--- src/rtl/data_mem_arbiter_if.sv ---
// Data-memory arbiter bus: CPU port, DMA/loader port and the single
// data-memory port. The arbiter sits on the slave side. The environment
// (requesters plus memory) sits on the master side.
interface data_mem_arbiter_if;
   // CPU port
   logic       cpu_req;
   logic       cpu_we;
   logic [7:0] cpu_addr;
   logic [7:0] cpu_wdata;
   logic       cpu_gnt;
   logic       cpu_stall;
   logic       cpu_rvalid;
   logic [7:0] cpu_rdata;
   // DMA / loader port
   logic       dma_req;
   logic       dma_we;
   logic [7:0] dma_addr;
   logic [7:0] dma_wdata;
   logic       dma_gnt;
   logic       dma_rvalid;
   logic [7:0] dma_rdata;
   // Data memory
   logic [7:0] mem_addr;
   logic [7:0] mem_wdata;
   logic       mem_read;
   logic       mem_write;
   logic [7:0] mem_rdata;

   modport slave (
      input  cpu_req, cpu_we, cpu_addr, cpu_wdata,
      output cpu_gnt, cpu_stall, cpu_rvalid, cpu_rdata,
      input  dma_req, dma_we, dma_addr, dma_wdata,
      output dma_gnt, dma_rvalid, dma_rdata,
      output mem_addr, mem_wdata, mem_read, mem_write,
      input  mem_rdata
   );

   modport master (
      output cpu_req, cpu_we, cpu_addr, cpu_wdata,
      input  cpu_gnt, cpu_stall, cpu_rvalid, cpu_rdata,
      output dma_req, dma_we, dma_addr, dma_wdata,
      input  dma_gnt, dma_rvalid, dma_rdata,
      input  mem_addr, mem_wdata, mem_read, mem_write,
      output mem_rdata
   );
endinterface

--- src/rtl/data_mem_arbiter.sv ---
// Two-port data-memory arbiter. The CPU normally has priority. The DMA
// port is forced through once it has been denied STARVE_MAX consecutive
// cycles. Grants are combinational, so the access happens in the grant
// cycle. Read data is registered and returned with a one-cycle rvalid pulse.
module data_mem_arbiter #(
   parameter int unsigned STARVE_MAX = 3   // legal range 1..7
) (
   input logic               clk,
   input logic               rst,
   data_mem_arbiter_if.slave bus
);

   typedef enum logic [1:0] {
      IDLE      = 2'd0,
      CPU_ACC   = 2'd1,
      DMA_ACC   = 2'd2,
      FORCE_DMA = 2'd3
   } state_t;

   localparam logic [2:0] STARVE_LIM = 3'(STARVE_MAX);

   state_t     state_q, state_d;
   logic [2:0] starve_cnt, starve_d;
   logic       cpu_gnt, dma_gnt;
   logic       cpu_rvalid_q, dma_rvalid_q;
   logic [7:0] cpu_rdata_q, dma_rdata_q;

   // Grant selection, starvation count update and next-state decode
   always_comb begin
      // NOTE: every signal gets a default before any branch so no path leaves
      // one unassigned, which would infer a latch.
      cpu_gnt  = 1'b0;
      dma_gnt  = 1'b0;
      starve_d = 3'd0;
      state_d  = IDLE;

      if (!rst) begin
         if (bus.dma_req && (!bus.cpu_req || state_q == FORCE_DMA)) begin
            dma_gnt = 1'b1;
         end else if (bus.cpu_req) begin
            cpu_gnt = 1'b1;
         end
      end

      // A denied DMA request ages; a grant or a dropped request clears it.
      if (bus.dma_req && !dma_gnt) begin
         starve_d = (starve_cnt == 3'd7) ? 3'd7 : starve_cnt + 3'd1;
      end

      if (dma_gnt) begin
         state_d = DMA_ACC;
      end else if (cpu_gnt) begin
         state_d = CPU_ACC;
      end
      if (starve_d == STARVE_LIM) begin
         state_d = FORCE_DMA;
      end
   end

   // State and starvation counter registers
   always_ff @(posedge clk) begin
      // NOTE: sequential state uses non-blocking assignments, so every
      // register samples values from before the edge.
      if (rst) begin
         state_q    <= IDLE;
         starve_cnt <= 3'd0;
      end else begin
         state_q    <= state_d;
         starve_cnt <= starve_d;
      end
   end

   // Memory port mux driven by the granted requester
   always_comb begin
      bus.mem_addr  = 8'h00;
      bus.mem_wdata = 8'h00;
      bus.mem_read  = 1'b0;
      bus.mem_write = 1'b0;
      if (cpu_gnt) begin
         bus.mem_addr  = bus.cpu_addr;
         bus.mem_wdata = bus.cpu_wdata;
         bus.mem_read  = ~bus.cpu_we;
         bus.mem_write = bus.cpu_we;
      end else if (dma_gnt) begin
         bus.mem_addr  = bus.dma_addr;
         bus.mem_wdata = bus.dma_wdata;
         bus.mem_read  = ~bus.dma_we;
         bus.mem_write = bus.dma_we;
      end
   end

   // Capture read data at the end of a read grant and flag it for one cycle
   always_ff @(posedge clk) begin
      if (rst) begin
         cpu_rvalid_q <= 1'b0;
         dma_rvalid_q <= 1'b0;
         cpu_rdata_q  <= 8'h00;
         dma_rdata_q  <= 8'h00;
      end else begin
         cpu_rvalid_q <= cpu_gnt & ~bus.cpu_we;
         dma_rvalid_q <= dma_gnt & ~bus.dma_we;
         if (cpu_gnt && !bus.cpu_we) begin
            cpu_rdata_q <= bus.mem_rdata;
         end
         if (dma_gnt && !bus.dma_we) begin
            dma_rdata_q <= bus.mem_rdata;
         end
      end
   end

   // Port outputs. Read-return registers are masked while rst is high so a
   // read granted just before reset never shows up as a valid response.
   assign bus.cpu_gnt    = cpu_gnt;
   assign bus.dma_gnt    = dma_gnt;
   assign bus.cpu_stall  = bus.cpu_req & ~cpu_gnt;
   assign bus.cpu_rvalid = cpu_rvalid_q & ~rst;
   assign bus.dma_rvalid = dma_rvalid_q & ~rst;
   assign bus.cpu_rdata  = rst ? 8'h00 : cpu_rdata_q;
   assign bus.dma_rdata  = rst ? 8'h00 : dma_rdata_q;

endmodule
--- src/flat_wrapper.sv ---
// flat-port wrapper written by rule: the top's interface ports become plain ports
module data_mem_arbiter_flat 
#(
   parameter int unsigned STARVE_MAX = 3                      
)
  (clk, rst, bus_cpu_req, bus_cpu_we, bus_cpu_addr, bus_cpu_wdata, bus_cpu_gnt, bus_cpu_stall, bus_cpu_rvalid, bus_cpu_rdata, bus_dma_req, bus_dma_we, bus_dma_addr, bus_dma_wdata, bus_dma_gnt, bus_dma_rvalid, bus_dma_rdata, bus_mem_addr, bus_mem_wdata, bus_mem_read, bus_mem_write, bus_mem_rdata);
  data_mem_arbiter_if bus_i ();
  input logic clk;
  input logic rst;
  input wire logic [$bits(bus_i.cpu_req)-1:0] bus_cpu_req;
  input wire logic [$bits(bus_i.cpu_we)-1:0] bus_cpu_we;
  input wire logic [$bits(bus_i.cpu_addr)-1:0] bus_cpu_addr;
  input wire logic [$bits(bus_i.cpu_wdata)-1:0] bus_cpu_wdata;
  output wire logic [$bits(bus_i.cpu_gnt)-1:0] bus_cpu_gnt;
  output wire logic [$bits(bus_i.cpu_stall)-1:0] bus_cpu_stall;
  output wire logic [$bits(bus_i.cpu_rvalid)-1:0] bus_cpu_rvalid;
  output wire logic [$bits(bus_i.cpu_rdata)-1:0] bus_cpu_rdata;
  input wire logic [$bits(bus_i.dma_req)-1:0] bus_dma_req;
  input wire logic [$bits(bus_i.dma_we)-1:0] bus_dma_we;
  input wire logic [$bits(bus_i.dma_addr)-1:0] bus_dma_addr;
  input wire logic [$bits(bus_i.dma_wdata)-1:0] bus_dma_wdata;
  output wire logic [$bits(bus_i.dma_gnt)-1:0] bus_dma_gnt;
  output wire logic [$bits(bus_i.dma_rvalid)-1:0] bus_dma_rvalid;
  output wire logic [$bits(bus_i.dma_rdata)-1:0] bus_dma_rdata;
  output wire logic [$bits(bus_i.mem_addr)-1:0] bus_mem_addr;
  output wire logic [$bits(bus_i.mem_wdata)-1:0] bus_mem_wdata;
  output wire logic [$bits(bus_i.mem_read)-1:0] bus_mem_read;
  output wire logic [$bits(bus_i.mem_write)-1:0] bus_mem_write;
  input wire logic [$bits(bus_i.mem_rdata)-1:0] bus_mem_rdata;
  assign bus_i.cpu_req = bus_cpu_req;
  assign bus_i.cpu_we = bus_cpu_we;
  assign bus_i.cpu_addr = bus_cpu_addr;
  assign bus_i.cpu_wdata = bus_cpu_wdata;
  assign bus_cpu_gnt = bus_i.cpu_gnt;
  assign bus_cpu_stall = bus_i.cpu_stall;
  assign bus_cpu_rvalid = bus_i.cpu_rvalid;
  assign bus_cpu_rdata = bus_i.cpu_rdata;
  assign bus_i.dma_req = bus_dma_req;
  assign bus_i.dma_we = bus_dma_we;
  assign bus_i.dma_addr = bus_dma_addr;
  assign bus_i.dma_wdata = bus_dma_wdata;
  assign bus_dma_gnt = bus_i.dma_gnt;
  assign bus_dma_rvalid = bus_i.dma_rvalid;
  assign bus_dma_rdata = bus_i.dma_rdata;
  assign bus_mem_addr = bus_i.mem_addr;
  assign bus_mem_wdata = bus_i.mem_wdata;
  assign bus_mem_read = bus_i.mem_read;
  assign bus_mem_write = bus_i.mem_write;
  assign bus_i.mem_rdata = bus_mem_rdata;
  data_mem_arbiter #(.STARVE_MAX(STARVE_MAX)) u_core (.clk(clk), .rst(rst), .bus(bus_i));
endmodule
--- config.mk ---
export PLATFORM = sky130hd
export DESIGN_NAME = data_mem_arbiter_flat
export DESIGN_NICKNAME = d
export VERILOG_FILES = /design/src/rtl/data_mem_arbiter_if.sv /design/src/rtl/data_mem_arbiter.sv /design/src/flat_wrapper.sv
export SDC_FILE = /design/constraint.sdc
export NUM_CORES = 1
export LEC_CHECK = 0
export ABC_AREA = 0
export BUFFER_PORTS_ARGS = -buffer_cell sky130_fd_sc_hd__buf_2
export CAP_MARGIN = 0
export CORE_UTILIZATION = 44
export CTS_BUF_LIST = sky130_fd_sc_hd__clkbuf_4
export DETAILED_ROUTE_END_ITERATION = 16
export PLACE_DENSITY = 0.95
export SETUP_SLACK_MARGIN = 0.5
export SLEW_MARGIN = 5
export SYNTH_ARGS = -nofsm -noshare
export SYNTH_HDL_FRONTEND = slang
export SYNTH_SLANG_ARGS = --single-unit
--- constraint.sdc ---
create_clock -name clk -period 2.42 [get_ports clk]
set_input_delay 0.363 -clock clk [delete_from_list [all_inputs] [get_ports clk]]
set_output_delay 0.363 -clock clk [all_outputs]
set_load 0.03 [all_outputs]
# [After elaboration in Yosys (flattened, before gate mapping)]
# Cells that the tools add are included.
# Widths: inputs -> output; s select.
[totals] reg_bits=23 in_bits=46 output_inout_bits=39 elab_cells=48
[op_classes] add_sub_neg=1 n_eq_ne=3 muxes=20 bitwise=9 n_reduce_logical=9
[ops] cell="$mux 8" n=6
[ops] cell="$mux 1" n=10
[ops] cell="$mux 3" n=2
[ops] cell="$and 1x1->1" n=5
[ops] cell="$logic_and 1x1->1" n=4
[ops] cell="$logic_not 1->1" n=4
[ops] cell="$mux 2" n=2
[ops] cell="$not 1->1" n=4
[ops] cell="$add 3x1->3 const B" n=1
[ops] cell="$eq 3x2->1 const B" n=1
[ops] cell="$eq 3x3->1 const B" n=1
[ops] cell="$eq 2x2->1 const B" n=1
[ops] cell="$logic_or 1x1->1" n=1

# [Logic depth before layout (Yosys ltp)]
# Gate-level depths: netlist of run 1.
[depth] word_depth=10 depth_mapped=5 depth_no_buf=4

# [Least setup slack after synthesis of run 1]
# Ideal clock, no wire load.
[synth_path] kind="input -> output" from="input port bus_cpu_req" to="output port bus_mem_addr[6]" arrival_ps=1367 required_time_ps=2057 slack_ps=690 stages=4 path_buffers=1 cell_sequence="a21boi_4 > nor3b_4 > buf_6 > a22o_1"
[synth_between] elab_chain_cells=7 word_cells_on_any_way=10 cone_classes="mux (7); reduce/logical (3)"
[synth_rtl] element="from (decl)" line_no="flat_wrapper.sv:10" rtl="input wire logic [$bits(bus_i.cpu_req)-1:0] bus_cpu_req;"
[synth_rtl] element="$logic_not 1->1" line_no="data_mem_arbiter.sv:38" rtl="if (bus.dma_req && (!bus.cpu_req || state_q == FORCE_DMA)) begin"
[synth_rtl] element="$logic_or 1x1->1" line_no="data_mem_arbiter.sv:38"
[synth_rtl] element="$logic_and 1x1->1" line_no="data_mem_arbiter.sv:38"
[synth_rtl] element="$mux 1" line_no="data_mem_arbiter.sv:38"
[synth_rtl] element="$mux 1" line_no="data_mem_arbiter.sv:37" rtl="if (!rst) begin"
[synth_rtl] element="via bus_dma_gnt" line_no="flat_wrapper.sv:22" rtl="output wire logic [$bits(bus_i.dma_gnt)-1:0] bus_dma_gnt;"
[synth_rtl] element="$mux 8" line_no="data_mem_arbiter.sv:84" rtl="end else if (dma_gnt) begin"
[synth_rtl] element="$mux 8" line_no="data_mem_arbiter.sv:79" rtl="if (cpu_gnt) begin"
[synth_rtl] element="to (decl)" line_no="flat_wrapper.sv:25" rtl="output wire logic [$bits(bus_i.mem_addr)-1:0] bus_mem_addr;"
# The timed path passes the listed nets, and every way through them passes these cells.

# [Final worst setup path of run 1]
[layout_path] from="register u_core.state_q[1]" to="output port bus_mem_addr[3]"
[layout_between] elab_chain_cells=7 word_cells_on_any_way=9 cone_classes="eq/ne (1); mux (6); reduce/logical (2)"
[layout_rtl] element="from (decl)" line_no="data_mem_arbiter.sv:22" rtl="state_t state_q, state_d;"
[layout_rtl] element="from (signal assigned)" line_no="data_mem_arbiter.sv:68" rtl="state_q <= state_d;"
[layout_rtl] element="$eq 2x2->1 (*)" line_no="data_mem_arbiter.sv:38"
[layout_rtl] element="$logic_or 1x1->1 (*)" line_no="data_mem_arbiter.sv:38"
[layout_rtl] element="$logic_and 1x1->1 (*)" line_no="data_mem_arbiter.sv:38"
[layout_rtl] element="$mux 1" line_no="data_mem_arbiter.sv:38"
[layout_rtl] element="$mux 1" line_no="data_mem_arbiter.sv:37"
[layout_rtl] element="$mux 8" line_no="data_mem_arbiter.sv:84"
[layout_rtl] element="$mux 8 (*)" line_no="data_mem_arbiter.sv:79"
# Every way passes the cells marked *; elsewhere a longest branch is shown, timed or not.

==> metrics.md, run 1 <==
| Metric | Value |
|---|---|
| Pwr/cell area | 464.5 mW/mm^2 |
| Endpoints failing setup | 0 |
| Mean Syn Cell Area | 11.15 sq um |
| Starting density of the core | 46.36% |
| Max Cap Viol | 0 |
| Reg2reg setup slack | 1140 ps |
| Static Leakage | 0.9292 nW |
| Total negative slack | 0 ps |
| Wire per inst | 13.33 um |
| Worst reg2reg endpoint | u_core.dma_rdata_q[6] |
| First-pass GRT wire length | 3684 um |
| Synth Area in Simple Gates | 20.48% |
| Core area | 0.002477 sq mm |
| N_diodes | 0 |
| Number of CTS-inserted buffers | 3 |
| Least-Margin Pin Slew | 460.1 ps |
| Worst Min Path Start | bus_mem_rdata[0] |
| XOR/XNOR share of the synthesized area | 0% |
| Critical path class | reg2out |
| Clock-pin slew on the worst setup and hold paths | 120 ps |
| Chip height | 53.09 um |
| Nets | 240 |
| WL met3 | 311 um |
| CP Launch Type | flip-flop |
| Crit path DAT | 1520 ps |
| CTS tree | built |
| Root buffer cell | clkbuf_4 |
| Synth Flop Type | dfxtp_1 |
| Post-placement cell count | 213 |
| I/O pins | 85 |
| Met1 Wirelength | 1175 um |
| Chip Width | 53.09 um |
| Cells after synthesis | 103 |
| Main combinational cell family by area after synthesis | simple AND/OR/NAND/NOR gates |
| Final ANT Viol Nets | 0 |
| Routed wire length | 2959 um |
| Unrepaired setup endpoints after global routing | yes |
| # hold bufs at CTS | 0 |
| Final Non-Filler Cells | 222 |
| Status | finished clean |
| CTS max path bufs | 2 |
| Minimum clock period | 1880 ps |
| Max Slew Vio Count | 0 |
| Number of global-route vias before repair | 917 |
| Synth Area in Compound Gates | 17.86% |
| Final Hold Viols | 0 |
| Synth Area in Adders | 1.089% |
| Initial antenna violation count | 0 |
| Syn_nets | 150 |
| Worst EP required | 2060 ps |
| HP Class | in2reg |
| Yosys warns | 0 |
| Origin of the critical flop-to-flop path | u_core.state_q[0] |
| Clk_lat worst skew | 310 ps |
| Drt via density | 5.014 |
| Relative slew margins | 69.33% |
| Crit end category | output pin |
| Peak supply drop | 0.0004449 V |
| WL met2 | 1445 um |
| Part of the Yosys area used for sequential elements | 40.09% |
| GP Congestion | 0.6608 |
| Mux share of post-synthesis cell area | 15.69% |
| H-tree depth | 1 |
| Share of post-route cells with drive strength above 1 | 65.10% |
| Die area | 0.002819 sq mm |
| FFs w/ async S/R, synth | 0% |
| Fmax | 0.5319 GHz |
| I/O Buffers | 84 |
| Drt first pass iters | 4 |
| Synth Cell Area | 0.001149 sq mm |
| FP Rows | 18 |
| Remaining DRCs | 0 |
| Grt ovf | 0 |
| Top Metal Used | met4 |
| GRT Util Overall | 18.38% |
| Final setup skew | 2.465 ps |
| Cell variety after synth | 25 |
| Hold Path End | u_core.cpu_rdata_q[0] |
| EDFF count, synth | 0 |
| Vias post-DR | 1113 |
| FF+latch count, synth | 23 |
| Initial DRC Count | 7 |
| CTS sink cnt | 23 |
| Largest net degree at the start of global routing | 27 |
| DP Wirelength | 2017 um |
| Area Overhead vs Synth | 50.33% |
| Tcrit/Tclk final | 77.69% |
| Worst R2R Path Depth | 3 |
| CP max FO | 8 |
| Worst Hold Depth | 2 |
layer usage:
layer  GRT usage [%]  up-vias
li1                -      550
met1           18.15      503
met2           36.08       56
met3           3.736        4
met4           7.895        0
met5               0        -
report_power, final:
part / internal (mW) / switching [mW] / total [mW]
combinational: 0.106 / 0.124 / 0.230
clock: 0.0618 / 0.111 / 0.173
sequential: 0.394 / 0.00551 / 0.399
placed cells by master, fill, tap and decap left out, types with 3 or more instances in the layout:
master / synthesis / routed
buf_2: 2 / 68
dfxtp_1: 23 / 21
nor2b_1: 18 / 18
mux2_2: 11 / 11
buf_6: 2 / 10
a22o_1: 9 / 9
a22o_2: 8 / 8
buf_4: 0 / 7
clkbuf_4: 0 / 6
mux2_1: 5 / 5
and3b_2: 1 / 3
nor2_1: 3 / 3
critical path: stages, from the launching register on:
cell and delay [ps]:
dfxtp_4 380, a21boi_4 180, nor3b_4 80, buf_6 160
a22o_2 270, buf_6 140
cells in the mapped netlist (3+ instances only):
| master | count | area [sq um] |
|---|---|---|
| a22o_2 | 8 | 80.08 |
| dfxtp_1 | 23 | 460.4 |
| nor2_1 | 3 | 11.26 |
| nor2b_1 | 18 | 112.6 |
| mux2_1 | 5 | 56.30 |
| a22o_1 | 9 | 78.83 |
| mux2_2 | 11 | 123.9 |
worst max path at each step:
stage                       from         endpoint  slack (ps)  cells after the start
2_1_floorplan        bus_cpu_req  bus_mem_addr[6]         690                      4
3_5_place_dp                 rst    bus_cpu_stall         340                      4
4_1_cts        u_core.state_q[0]  bus_mem_addr[4]         510                      5
5_1_grt        u_core.state_q[1]  bus_mem_addr[0]         480                      5
3_3_place_gp                 rst    bus_cpu_stall         360                      4
6_report       u_core.state_q[1]  bus_mem_addr[3]         540                      5
registers in the layout, summed over array words and instances, names as in the netlist:
signal	count
u_core.state_q	2
u_core.starve_cnt	3
u_core.dma_rvalid_q	1
u_core.dma_rdata_q	8
u_core.cpu_rvalid_q	1
u_core.cpu_rdata_q	8
layout make-up:
cell class / instances / area, sq um
Clock buffer: 3 / 22.52
Sequential cell: 23 / 467.9
Multi-Input combinational cell: 75 / 658.1
Inverter: 2 / 7.507
Fill cell: 199 / 750.7
Timing Repair Buffer: 88 / 528.0
Clock inverter: 1 / 5.005
Tap cell: 30 / 37.54
stage by stage:
stage,total power [mW],util (%),hold slack [ps],instance area (sq um),setup slack (ps)
after floorplan,0.5428,-,427.1,1149,690.4
after global placement,0.6090,63.23,446.1,1567,358.6
after detailed placement,0.6122,63.23,454.1,1567,337.4
after CTS,0.7890,65.76,256.1,1629,512.7
after global routing,0.8424,69.70,246.9,1727,482.9
final,0.8021,69.70,262.0,1727,539.9
timing repair:
item	in CTS	in global routing
endpoints found under the setup margin	20	18
cloned	2	1
resized for setup	5	42
pin swaps	2	3
setup buffers	1	1
cells by family after synthesis:
| kind of cell | count (synthesis) |
|---|---|
| AOI/OAI and AO/OA | 22 |
| muxes | 16 |
| and+or+nand+nor | 34 |
| adders and majority gates | 1 |
| DFF | 23 |
| buffers and inverters | 7 |
(Power assumes the default switching activity.)
==> run 2, diff against run 1 <==
Settings changed: CORE_UTILIZATION 44 to 41, PLACE_DENSITY 0.95 to 0.91.
Clock period 2.42 ns to 1.95 ns, I/O delays scaled along.
==> metrics.md, run 2 (synthesis gave the netlist of run 1 again) <==
| Metric | Value |
|---|---|
| Tcrit/Tclk final | 96.10% |
| Number of global-route vias before repair | 1132 (+23%) |
| Static Leakage | 1.042 nW (+12%) |
| Largest net degree at the start of global routing | 21 (-22%) |
| First-pass GRT wire length | 4802 um (+30%) |
| # hold bufs at CTS | 0 (unchanged) |
| Initial DRC Count | 11 (+4) |
| CP max FO | 5 (-3) |
| Clock-pin slew on the worst setup and hold paths | 120 ps (about the same) |
| H-tree depth | 1 (unchanged) |
| Clock power frac | 21.2% (-0.4 points) |
| Fmax | 0.5336 GHz |
| Origin of the critical flop-to-flop path | u_core.state_q[1] |
| Critical path class | reg2out |
| Unrepaired setup endpoints after global routing | yes |
| Crit path DAT | 1580 ps (+60 ps) |
| I/O Buffers | 84 (unchanged) |
| Drt via density | 5.136 (+2.4%) |
| Worst Min Path Start | bus_mem_rdata[0] |
| Peak supply drop | 0.0005382 V (+21%) |
| GP Congestion | 0.6865 (+3.9%) |
| Wire per inst | 16.07 um (+21%) |
| CP Launch Type | flip-flop |
| Sequential share of power | 46.3% (-3.5 points) |
| Chip height | 54.93 um (+3.5%) |
| Commonest non-fill, non-tap cell in the layout | buf_2 |
| GRT Util Overall | 22.76% (+4.4 points) |
| Grt ovf | 0 (unchanged) |
| Combinational share of power | 32.5% (+3.9 points) |
| Initial antenna violation count | 0 (unchanged) |
| Nets | 246 (+2.5%) |
| CTS tree | built |
| Worst reg2reg endpoint | u_core.cpu_rdata_q[5] |
| Final ANT Viol Nets | 0 (unchanged) |
| I/O pins | 85 (unchanged) |
| Minimum clock period | 1874 ps |
| Chip Width | 54.93 um (+3.5%) |
| Most frequent cells in the layout | buf_2, buf_6, dfxtp_1 |
| Sw Share | 29.81% (-0.18 points) |
| P_int | 753.7 uW (+34%) |
| N_diodes | 0 (unchanged) |
| Relative slew margins | 82.52% (+13 points) |
| Status | finished clean |
| Hold Path End | u_core.cpu_rdata_q[0] |
| CTS sink cnt | 23 (unchanged) |
| Final Hold Viols | 0 (unchanged) |
| Number of CTS-inserted buffers | 3 (unchanged) |
| Max Slew Vio Count | 0 (unchanged) |
| Worst EP required | 1660 ps (-400 ps) |
| Root buffer cell | clkbuf_4 |
| Final setup skew | 1.324 ps (-1.142 ps) |
| Starting density of the core | 44.74% (-1.6 points) |
| CTS max path bufs | 2 (unchanged) |
| Vias post-DR | 1171 (+5.2%) |
| Share of post-route cells with drive strength above 1 | 71.72% (+6.6 points) |
| FP Rows | 18 (unchanged) |
| Psw | 320.1 uW (+33%) |
| HP Class | in2reg |
| Reg2reg setup slack | 540 ps (-600 ps) |
| Crit end category | output pin |
| Core area | 0.002567 sq mm (+3.6%) |
| Worst R2R Path Depth | 6 (+3) |
| Drt first pass iters | 4 (unchanged) |
| Area Overhead vs Synth | 72.44% |
| Pwr/cell area | 542.1 mW/mm^2 (+17%) |
| DP Wirelength | 2320 um (+15%) |
| Endpoints failing setup | 0 (unchanged) |
| Clk_lat worst skew | 300 ps (about the same) |
| Worst Hold Depth | 2 (unchanged) |
| Remaining DRCs | 0 (unchanged) |
| Final Non-Filler Cells | 228 (+2.7%) |
| Die area | 0.003017 sq mm (+7.1%) |
| Total negative slack | 0 ps (unchanged) |
| Least-Margin Pin Slew | 262.0 ps (-198.1 ps) |
| Routed wire length | 3665 um (+24%) |
| Post-placement cell count | 215 (+0.94%) |
| Max Cap Viol | 0 (unchanged) |
| Largest registers | u_core.cpu_rdata_q: 8 flops, u_core.dma_rdata_q: 8 flops, u_core.starve_cnt: 3 flops |
[run 2: how the worst max path moves through the flow]
| stage | from | end | depth (start not counted) |
|---|---|---|---|
| after detailed placement | bus_dma_req | bus_cpu_stall | 6 |
| after CTS | u_core.state_q[0] | bus_mem_wdata[6] | 5 |
| after global placement | bus_cpu_req | bus_mem_addr[7] | 6 |
| after floorplan | bus_cpu_req | bus_mem_addr[6] | 4 |
| final | u_core.state_q[1] | bus_mem_wdata[7] | 5 |
| after global routing | u_core.state_q[0] | bus_mem_wdata[7] | 5 |
[run 2: metal layers]
metal / track usage (%) / routed length, um / share of wire (%) / vias up
li1: - / - / - / 559
met1: 24.96 / 1389 / 38 / 543
met2: 43.57 / 1897 / 52 / 64
met3: 2.732 / 336 / 9.2 / 5
met4: 9.167 / 41 / 1.1 / 0
met5: 0 / 0 / 0 / -
[run 2: power groups by stage]
stage	combinational [mW]	sequential, mW	clock (mW)
after global routing	0.366	0.499	0.255
after detailed placement	0.280	0.508	0
final	0.349	0.497	0.227
after floorplan	0.183	0.506	0
after CTS	0.336	0.497	0.230
after global placement	0.273	0.507	0
[run 2: final cells by class]
| cell class | instances | area [sq um] |
|---|---|---|
| fill | 171 | 586.8 |
| clock buffer | 4 | 30.03 |
| timing repair buffer | 96 | 676.9 |
| tap | 30 | 37.54 |
| multi-input combinational | 73 | 760.7 |
| inverter | 2 | 7.507 |
| sequential | 23 | 467.9 |
[run 2: per-stage QoR]
stage	total power [mW]	instance area [sq um]	util (%)	hold WS, ps	worst slack, ps
after detailed placement	0.7881	1675	65.25	479.8	261.4
after CTS	1.063	1941	75.58	201.9	116.6
final	1.074	1981	77.14	199.4	75.99
after global placement	0.7796	1675	65.25	436.8	300.0
after floorplan	0.6889	1230	-	417.2	429.4
after global routing	1.120	1981	77.14	184.1	5.040
[run 2: critical path, cell delays in order (launching register included)]
cell     delay, ps
dfxtp_4        400
nand3_4         70
and3b_2        280
buf_6          150
a22o_2         230
buf_6          150
[run 2: timing repair]
action                     4_1_cts  5_1_grt
cloned                           3        0
resized for setup               56        6
pin swaps                        5        0
setup endpoints to repair       21       21
setup buffers                    4        2
